--- src/rtl/lc3_pkg.sv ---
// Shared constants and state encodings for the LC-3 arithmetic helper units
// (sequential multiplier and divider).
package lc3_pkg;

    // Default operand width of the shift-add multiplier.
    localparam int MUL_WIDTH = 16;

    // Multiplier control states; the encoding is fixed so other blocks and
    // debug tooling can decode the state register directly.
    typedef enum logic [1:0] {
        IDLE = 2'd0,
        RUN  = 2'd1,
        DONE = 2'd2
    } mul_state_t;

    // Divider constants shared with the restoring divider.
    localparam int DIV_WIDTH = 16;
    localparam int DIV_STEPS = DIV_WIDTH;

    // Bits needed for a step counter that must hold values 0..steps.
    function automatic int cnt_bits(input int steps);
        return $clog2(steps + 1);
    endfunction

endpackage

--- src/rtl/mul_step.sv ---
// One iteration of the shift-add multiplier: conditional add of the
// multiplicand into the upper half, then a one-bit right shift of the
// combined {carry, accumulator, multiplier} value.
module mul_step #(
    parameter int WIDTH = 16
) (
    input  logic [WIDTH-1:0] mcand,
    input  logic [WIDTH-1:0] acc,
    input  logic [WIDTH-1:0] mplier,
    output logic [WIDTH-1:0] acc_next,
    output logic [WIDTH-1:0] mplier_next
);

    // The add result is WIDTH+1 bits so the carry out survives into the shift.
    logic [WIDTH:0] sum;

    // Add when the current multiplier LSB is set, then shift carry/acc/mplier right.
    always_comb begin
        sum = {1'b0, acc};
        if (mplier[0]) begin
            sum = sum + {1'b0, mcand};
        end
        acc_next    = sum[WIDTH:1];
        mplier_next = {sum[0], mplier[WIDTH-1:1]};
    end

endmodule

--- src/rtl/mul_seq.sv ---
// Sequential unsigned shift-add multiplier. One product bit per cycle:
// an accepted start is followed by WIDTH RUN cycles and one DONE cycle.
module mul_seq
    import lc3_pkg::*;
#(
    parameter int WIDTH = MUL_WIDTH
) (
    input  logic               clk,
    input  logic               rst,
    input  logic               start,
    input  logic [WIDTH-1:0]   multiplicand,
    input  logic [WIDTH-1:0]   multiplier,
    output logic [2*WIDTH-1:0] product,
    output logic               busy,
    output logic               done
);

    localparam int CNT_W = cnt_bits(WIDTH);
    localparam logic [CNT_W-1:0] LAST_STEP = CNT_W'(WIDTH - 1);

    mul_state_t state;
    mul_state_t state_next;

    logic [WIDTH-1:0] mcand;
    logic [WIDTH-1:0] acc;
    logic [WIDTH-1:0] mplier;
    logic [WIDTH-1:0] acc_next;
    logic [WIDTH-1:0] mplier_next;
    logic [CNT_W-1:0] step_cnt;
    logic             last_step;

    assign last_step = (step_cnt == LAST_STEP);

    mul_step #(
        .WIDTH(WIDTH)
    ) u_step (
        .mcand      (mcand),
        .acc        (acc),
        .mplier     (mplier),
        .acc_next   (acc_next),
        .mplier_next(mplier_next)
    );

    // Next-state logic: start only matters in IDLE, DONE always lasts one cycle.
    always_comb begin
        state_next = state;
        case (state)
            IDLE:    if (start) state_next = RUN;
            RUN:     if (last_step) state_next = DONE;
            DONE:    state_next = IDLE;
            default: state_next = IDLE;
        endcase
    end

    // State register; reset wins over everything, including a pending start.
    always_ff @(posedge clk) begin
        if (rst) begin
            state <= IDLE;
        end else begin
            state <= state_next;
        end
    end

    // Datapath registers: load operands on accept, step during RUN, capture product on the last step.
    always_ff @(posedge clk) begin
        if (rst) begin
            mcand    <= '0;
            acc      <= '0;
            mplier   <= '0;
            step_cnt <= '0;
            product  <= '0;
        end else begin
            case (state)
                IDLE: begin
                    if (start) begin
                        mcand    <= multiplicand;
                        mplier   <= multiplier;
                        acc      <= '0;
                        step_cnt <= '0;
                    end
                end
                RUN: begin
                    acc      <= acc_next;
                    mplier   <= mplier_next;
                    step_cnt <= step_cnt + CNT_W'(1);
                    if (last_step) begin
                        product <= {acc_next, mplier_next};
                    end
                end
                default: begin
                end
            endcase
        end
    end

    // Status flags are flopped from the next state so they carry no combinational input paths.
    always_ff @(posedge clk) begin
        if (rst) begin
            busy <= 1'b0;
            done <= 1'b0;
        end else begin
            busy <= (state_next != IDLE);
            done <= (state_next == DONE);
        end
    end

endmodule

--- config.mk ---
export PLATFORM = sky130hd
export DESIGN_NAME = mul_seq
export DESIGN_NICKNAME = d
export VERILOG_FILES = /design/src/rtl/lc3_pkg.sv /design/src/rtl/mul_step.sv /design/src/rtl/mul_seq.sv
export SDC_FILE = /design/constraint.sdc
export NUM_CORES = 1
export LEC_CHECK = 0
export BUFFER_PORTS_ARGS = -buffer_cell sky130_fd_sc_hd__buf_2
export CELL_PAD_IN_SITES_DETAIL_PLACEMENT = 0
export CELL_PAD_IN_SITES_GLOBAL_PLACEMENT = 1
export CORE_UTILIZATION = 42
export DETAILED_ROUTE_END_ITERATION = 12
export PLACE_DENSITY_LB_ADDON = 0.3
export SETUP_SLACK_MARGIN = 0.05
export SYNTH_ARGS = -nofsm -noshare
export SYNTH_HDL_FRONTEND = slang
export SYNTH_HIERARCHICAL = 1
export SYNTH_SLANG_ARGS = --single-unit
--- constraint.sdc ---
create_clock -name clk -period 2.8 [get_ports clk]
set_input_delay 0.28 -clock clk [delete_from_list [all_inputs] [get_ports clk]]
set_output_delay 0.28 -clock clk [all_outputs]
set_load 0.02 [all_outputs]
==> results_dict.tcl, run 1 <==
set metrics [dict create \
    grt_setup_unrepaired "false" \
    cp_cell_sequence "ha_1 -> fa_1 -> a21o_1 -> a221oi_1 -> o21ai_1 -> xor2_1 -> mux2_2 -> a22oi_1 -> nor2_1" \
    final_cell_mix "nand2_1, dfxtp_1, a21oi_1" \
    area_delta_synth_final_pct 9.926 \
    dieArea_mm2 0.01089 \
    fmax_ghz 0.3995 \
    drive_above_1_share 0.1899 \
    met2_usage 0.3127 \
    drt_iter0_markers 150 \
    slowest_stage "fa_1" \
    met1_usage 0.2654 \
    grt_pass1_wl_um 17450 \
    post_drt_wl_per_cell_um 14.83 \
    gp_congestion 0.8535 \
    die_w_um 104.3 \
    r2r-end "acc[7]" \
    rows 36 \
    final_nets 623 \
    async_reset_ff_frac 0 \
    fin_crit_sh 0.8940 \
    syn_area_mm2 0.004399 \
    syn_nets 589 \
    start_util 0.4419 \
    setup_viol 0 \
    reg2reg_depth 9 \
    clk_latency_ns 0.35 \
    via_count 3758 \
    firstDrtPassIters 4 \
    place_hpwl_um 7189 \
    worstSetupPathType "reg2reg" \
    multiInputGateArea_mm2 0.002268 \
    antenna_cells 0 \
    grt_use_total 0.1967 \
    ff_latch_area_mm2 0.001782 \
    die_h_um 104.3 \
    nFillCells 1004 \
    cp.required_ns 3.03 \
    htree_num_levels 3 \
    start_kind "register" \
    timing.critical_path.from "mcand[0]" \
    cellPowerDensity_mw_per_mm2 507.9 \
    ios 69 \
    report.final.slew_viol_count 0 \
    r2r_start "mcand[0]" \
    ctsRootBufferMaster "clkbuf_8" \
    critical_path.max_stage_delay_ns 0.43 \
    overflow 0 \
    cts_setup_buffers 0 \
    cts_tree "done" \
    power_leakage_nw 2.010 \
    hp-class "in2reg" \
    ys_seq_area_frac 0.4050 \
    netlist_instances 535 \
    cap_violations 0 \
    cp-endpoint "acc[7]" \
    ys_types 56 \
    grt_max_degree 35 \
    finalWirelength_um 10490 \
    finalPower_mw 2.456 \
    synth_seq_cells 89 \
    cp-end-kind "register" \
    grt_busiest_layer "met2" \
    cts_hold_buf 0 \
    viasPerCell 5.315 \
    cts_sinks 89 \
    fin_crit_ns 2.503 \
    whs_path_depth 3 \
    finClkSkew_ns 0.01151 \
    critPathMaxFanout 3 \
    antenna_found_initial 0 \
    synth.avg_cell_area_um2 8.223 \
    worstPathArrival_ns 2.73 \
    port-buffer-count 68 \
    fin_tns_setup_ns 0 \
    finalHoldViolCount 0 \
    maxSlewHeadroom 0.4448 \
    status "complete, no violations" \
    grt_use_met3 0.05263 \
    r2r_setup_slack_ns 0.30 \
    synth-main-ff-cell "dfxtp_1" \
    clockBufferDepth 2 \
    yosysWarnings 6 \
    fp.coreArea_mm2 0.009955 \
    cts_buffers 9 \
    synth_edf_count 0 \
    ant_nets 0 \
    ir_drop_v 0.0002311 \
    grt_pass1_vias 3511 \
    cts_resized 0 \
    worstMarginPinSlew_ns 0.8318 \
    clk_pin_slew_ns 0.08 \
    route.detailed.drc 0 \
    layout_commonest_cell "nand2_1" \
]
area by class of cell:
| type | count | area share |
|---|---|---|
| Clock buffer | 12 | 0.02794 |
| Clock inverter | 4 | 0.01113 |
| Inverter | 8 | 0.006210 |
| Multi-Input combinational cell | 385 | 0.4691 |
| Sequential cell | 89 | 0.3684 |
| Tap cell | 133 | 0.03441 |
| Timing Repair Buffer | 76 | 0.08279 |
state kept, by name, summed over array words and instances (netlist names):
signal    cells
acc          16
busy          1
done          1
mcand        16
mplier       16
product      32
state         2
step_cnt      5
power breakdown:
| part | leakage, nW | switching [mW] | internal (mW) |
|---|---|---|---|
| Clock | 0.0868 | 0.453 | 0.416 |
| Combinational | 1.20 | 0.152 | 0.0960 |
| Sequential | 0.724 | 0.0342 | 1.31 |
worst min path at each step:
stage | start | to | slack (ns)
after floorplan | multiplicand[0] | mcand[0] | 0.42
after global placement | product[31] | product[31] | 0.44
after detailed placement | product[12] | product[12] | 0.44
after CTS | multiplicand[9] | mcand[9] | 0.15
after global routing | multiplicand[11] | mcand[11] | 0.14
final | multiplicand[9] | mcand[9] | 0.16
metal layers:
| layer | vias to the layer above | wire length (um) |
|---|---|---|
| met5 | - | 0 |
| met4 | 0 | 74 |
| met3 | 6 | 423 |
| met2 | 80 | 4800 |
| met1 | 1752 | 5189 |
| li1 | 1920 | - |
synth_stat cells, types with 3 or more instances:
| cell type | number | area, um^2 |
|---|---|---|
| clkbuf_1 | 12 | 45.04 |
| nand4_1 | 6 | 37.54 |
| buf_2 | 18 | 90.09 |
| nand2_1 | 114 | 427.9 |
| xnor2_1 | 7 | 61.31 |
| mux2_2 | 10 | 112.6 |
| dfxtp_1 | 89 | 1782 |
| a211oi_1 | 16 | 120.1 |
| nor2_1 | 50 | 187.7 |
| a22oi_1 | 18 | 135.1 |
| o22ai_1 | 12 | 75.07 |
| a211oi_2 | 3 | 37.54 |
| inv_1 | 7 | 26.28 |
| buf_6 | 3 | 33.78 |
| nand3_1 | 5 | 25.02 |
| o21ai_0 | 6 | 30.03 |
| a21oi_1 | 69 | 345.3 |
| a21o_1 | 5 | 37.54 |
| buf_4 | 20 | 150.1 |
| nor3_1 | 3 | 15.01 |
| ha_1 | 18 | 225.2 |
through the flow:
stage | worst slack [ns] | area [um^2] | hold slack [ns] | std cells | utilization
final | 0.2968 | 4836 | 0.1560 | 707 | 0.4858
after global placement | 0.3513 | 4647 | 0.4421 | 691 | 0.4668
after floorplan | 0.4713 | 4399 | 0.4160 | 535 | -
after CTS | 0.2789 | 4836 | 0.1460 | 707 | 0.4858
after detailed placement | 0.3273 | 4647 | 0.4440 | 691 | 0.4668
after global routing | 0.1194 | 4836 | 0.1406 | 707 | 0.4858
worst max-delay path, delay by kind of cell, from the launching register on:
kind	cells	cell delay, ns
DFF	1	0.32
xor gates and xnor gates	1	0.15
muxes	1	0.28
adders and majority gates	2	0.68
and+or+nand+nor	1	0.06
AOI/OAI and AO/OA	4	0.90
kinds of logic (layout without fill, tap and decap cells):
kind of cell | count (synthesis) | in the layout | share of synthesized area
and+or+nand+nor | 193 | 193 | 0.1852
AOI/OAI and AO/OA | 151 | 151 | 0.2241
DFF | 89 | 89 | 0.4050
buffers and inverters | 61 | 100 | 0.07935
adders and majority gates | 19 | 19 | 0.05575
muxes | 13 | 13 | 0.03271
xor gates and xnor gates | 9 | 9 | 0.01792
Note: power is estimated with default switching activity, not from simulation.
==> run 2: changes to the inputs <==
--- a/config.mk
+++ b/config.mk
@@ -5,11 +5,11 @@
 export SDC_FILE = /design/constraint.sdc
 export NUM_CORES = 1
 export LEC_CHECK = 0
-export BUFFER_PORTS_ARGS = -buffer_cell sky130_fd_sc_hd__buf_2
 export CELL_PAD_IN_SITES_DETAIL_PLACEMENT = 0
 export CELL_PAD_IN_SITES_GLOBAL_PLACEMENT = 1
-export CORE_UTILIZATION = 42
+export CORE_UTILIZATION = 47
 export DETAILED_ROUTE_END_ITERATION = 12
+export DONT_BUFFER_PORTS = 1
 export PLACE_DENSITY_LB_ADDON = 0.3
 export SETUP_SLACK_MARGIN = 0.05
 export SYNTH_ARGS = -nofsm -noshare
==> run 2 against run 1 <==
  * Clock-buffer cell count down 2
  * Final cell count down 13%
  * Hold slack got worse by 0.099 ns
  * Critical path depth did not move
  * Register-to-register slack is essentially flat
  * Non-clock buffer count decreased by 66
  * Total power fell by 4.0%
  * Flip-flop and latch count is the same
  * Highest routed layer unchanged
==> results_dict.tcl, run 2 (synthesized netlist as in run 1, its figures left out) <==
set metrics [dict create \
    cp.depth 9 \
    clk_pin_slew_ns 0.09 \
    finClkSkew_ns 0.01597 \
    dp_slack_ns 0.3322 \
    fmax_ghz 0.3986 \
    ant_nets 0 \
    fin_cells 615 \
    ios 69 \
    finish.utilization 0.5038 \
    maxSlewHeadroom 0.5413 \
    cp-end-kind "register" \
    layout_commonest_cell "nand2_1" \
    report.final.slew_viol_count 0 \
    power_leakage_nw 1.702 \
    gp_congestion 0.8392 \
    largest_reg_flops 32 \
    slowest_stage "fa_1" \
    area_delta_synth_final_pct 1.820 \
    cts_sinks 89 \
    clk_latency_ns 0.36 \
    drt_iter0_markers 155 \
    dieArea_mm2 0.009751 \
    fp.coreArea_mm2 0.008891 \
    placed_cells 599 \
    ctsRootBufferMaster "clkbuf_8" \
    viasPerCell 5.808 \
    start_util 0.4948 \
    cp.required_ns 3.04 \
    die_h_um 98.75 \
    hold_slack_ns 0.05664 \
    cellPowerDensity_mw_per_mm2 526.4 \
    finalHoldViolCount 0 \
    final_area_mm2 0.004479 \
    overflow 0 \
    critical_path.max_stage_delay_ns 0.42 \
    die_w_um 98.75 \
    fin_tns_setup_ns 0 \
    cts_setup_buffers 0 \
    port-buffer-count 0 \
    status "complete, no violations" \
    rows 34 \
    drive_above_1_share 0.08679 \
    grt_use_total 0.2182 \
    cts_tree "done" \
    largest_register "product" \
    antenna_found_initial 0 \
    fin_ws_ns 0.2915 \
    setup_viol 0 \
    fin_crit_ns 2.509 \
    post_drt_wl_per_cell_um 16.47 \
    cts_buffers 9 \
    finalPower_mw 2.358 \
    finalWirelength_um 10130 \
    critPathMaxFanout 3 \
    worstSetupPathType "reg2reg" \
    fin_crit_sh 0.8959 \
    clockBufferDepth 2 \
    place_hpwl_um 6969 \
    worstPathArrival_ns 2.74 \
    worstMarginPinSlew_ns 0.6881 \
    grt_pass1_vias 3499 \
    dpl_cell_area_mm2 0.004283 \
    firstDrtPassIters 5 \
    reg2reg_depth 9 \
    grt_pass1_wl_um 17030 \
    route.detailed.drc 0 \
    final_nets 557 \
    antenna_cells 0 \
    hp-class "in2reg" \
    whs_path_depth 2 \
    ir_drop_v 0.0002845 \
    grt_setup_unrepaired "false" \
    htree_num_levels 3 \
    cp_cell_sequence "ha_1 -> fa_1 -> a21o_1 -> a221oi_1 -> o21ai_1 -> xor2_1 -> mux2_2 -> a22oi_1 -> nor2_1" \
    grt_max_degree 89 \
    via_count 3572 \
    cp_top_family "compound AO/OA/AOI/OAI gates" \
    start_kind "register" \
    worst-path-buf-inv 0 \
    cap_violations 0 \
    final_cell_mix "nand2_1, dfxtp_1, a21oi_1" \
]
run 2: power by group:
part           switching (mW)  internal [mW]
Sequential             0.0352           1.31
Combinational           0.140         0.0843
Clock                   0.465          0.328
Total                   0.640           1.72
run 2: final cells by class:
cell class,count,area [um^2]
timing repair buffer,10,95.09
inverter,8,30.03
sequential,89,1782
multi-input combinational,385,2268
fill,896,4412
clock inverter,5,41.29
clock buffer,10,127.6
tap,108,135.1
run 2: path summary, 6_finish.rpt:
check	start	end	slack, ns
max	mcand[0]	acc[7]	0.29
min	multiplicand[5]	mcand[5]	0.06
max reg2reg	mcand[0]	acc[7]	0.29
min reg2reg	mcand[11]	mcand[11]	0.46
run 2: repair_timing:
action | 4_1_cts | 5_1_grt
hold endpoints to repair | 88 | 0
resized for setup | 0 | 0
hold buffers | 1 | 0
run 2: routing by layer:
layer,up-vias,global-route usage,wire length [um]
li1,1788,-,-
met1,1683,0.2722,4566
met2,84,0.3712,4860
met3,17,0.04965,491
met4,0,0.07348,212
met5,-,0,0
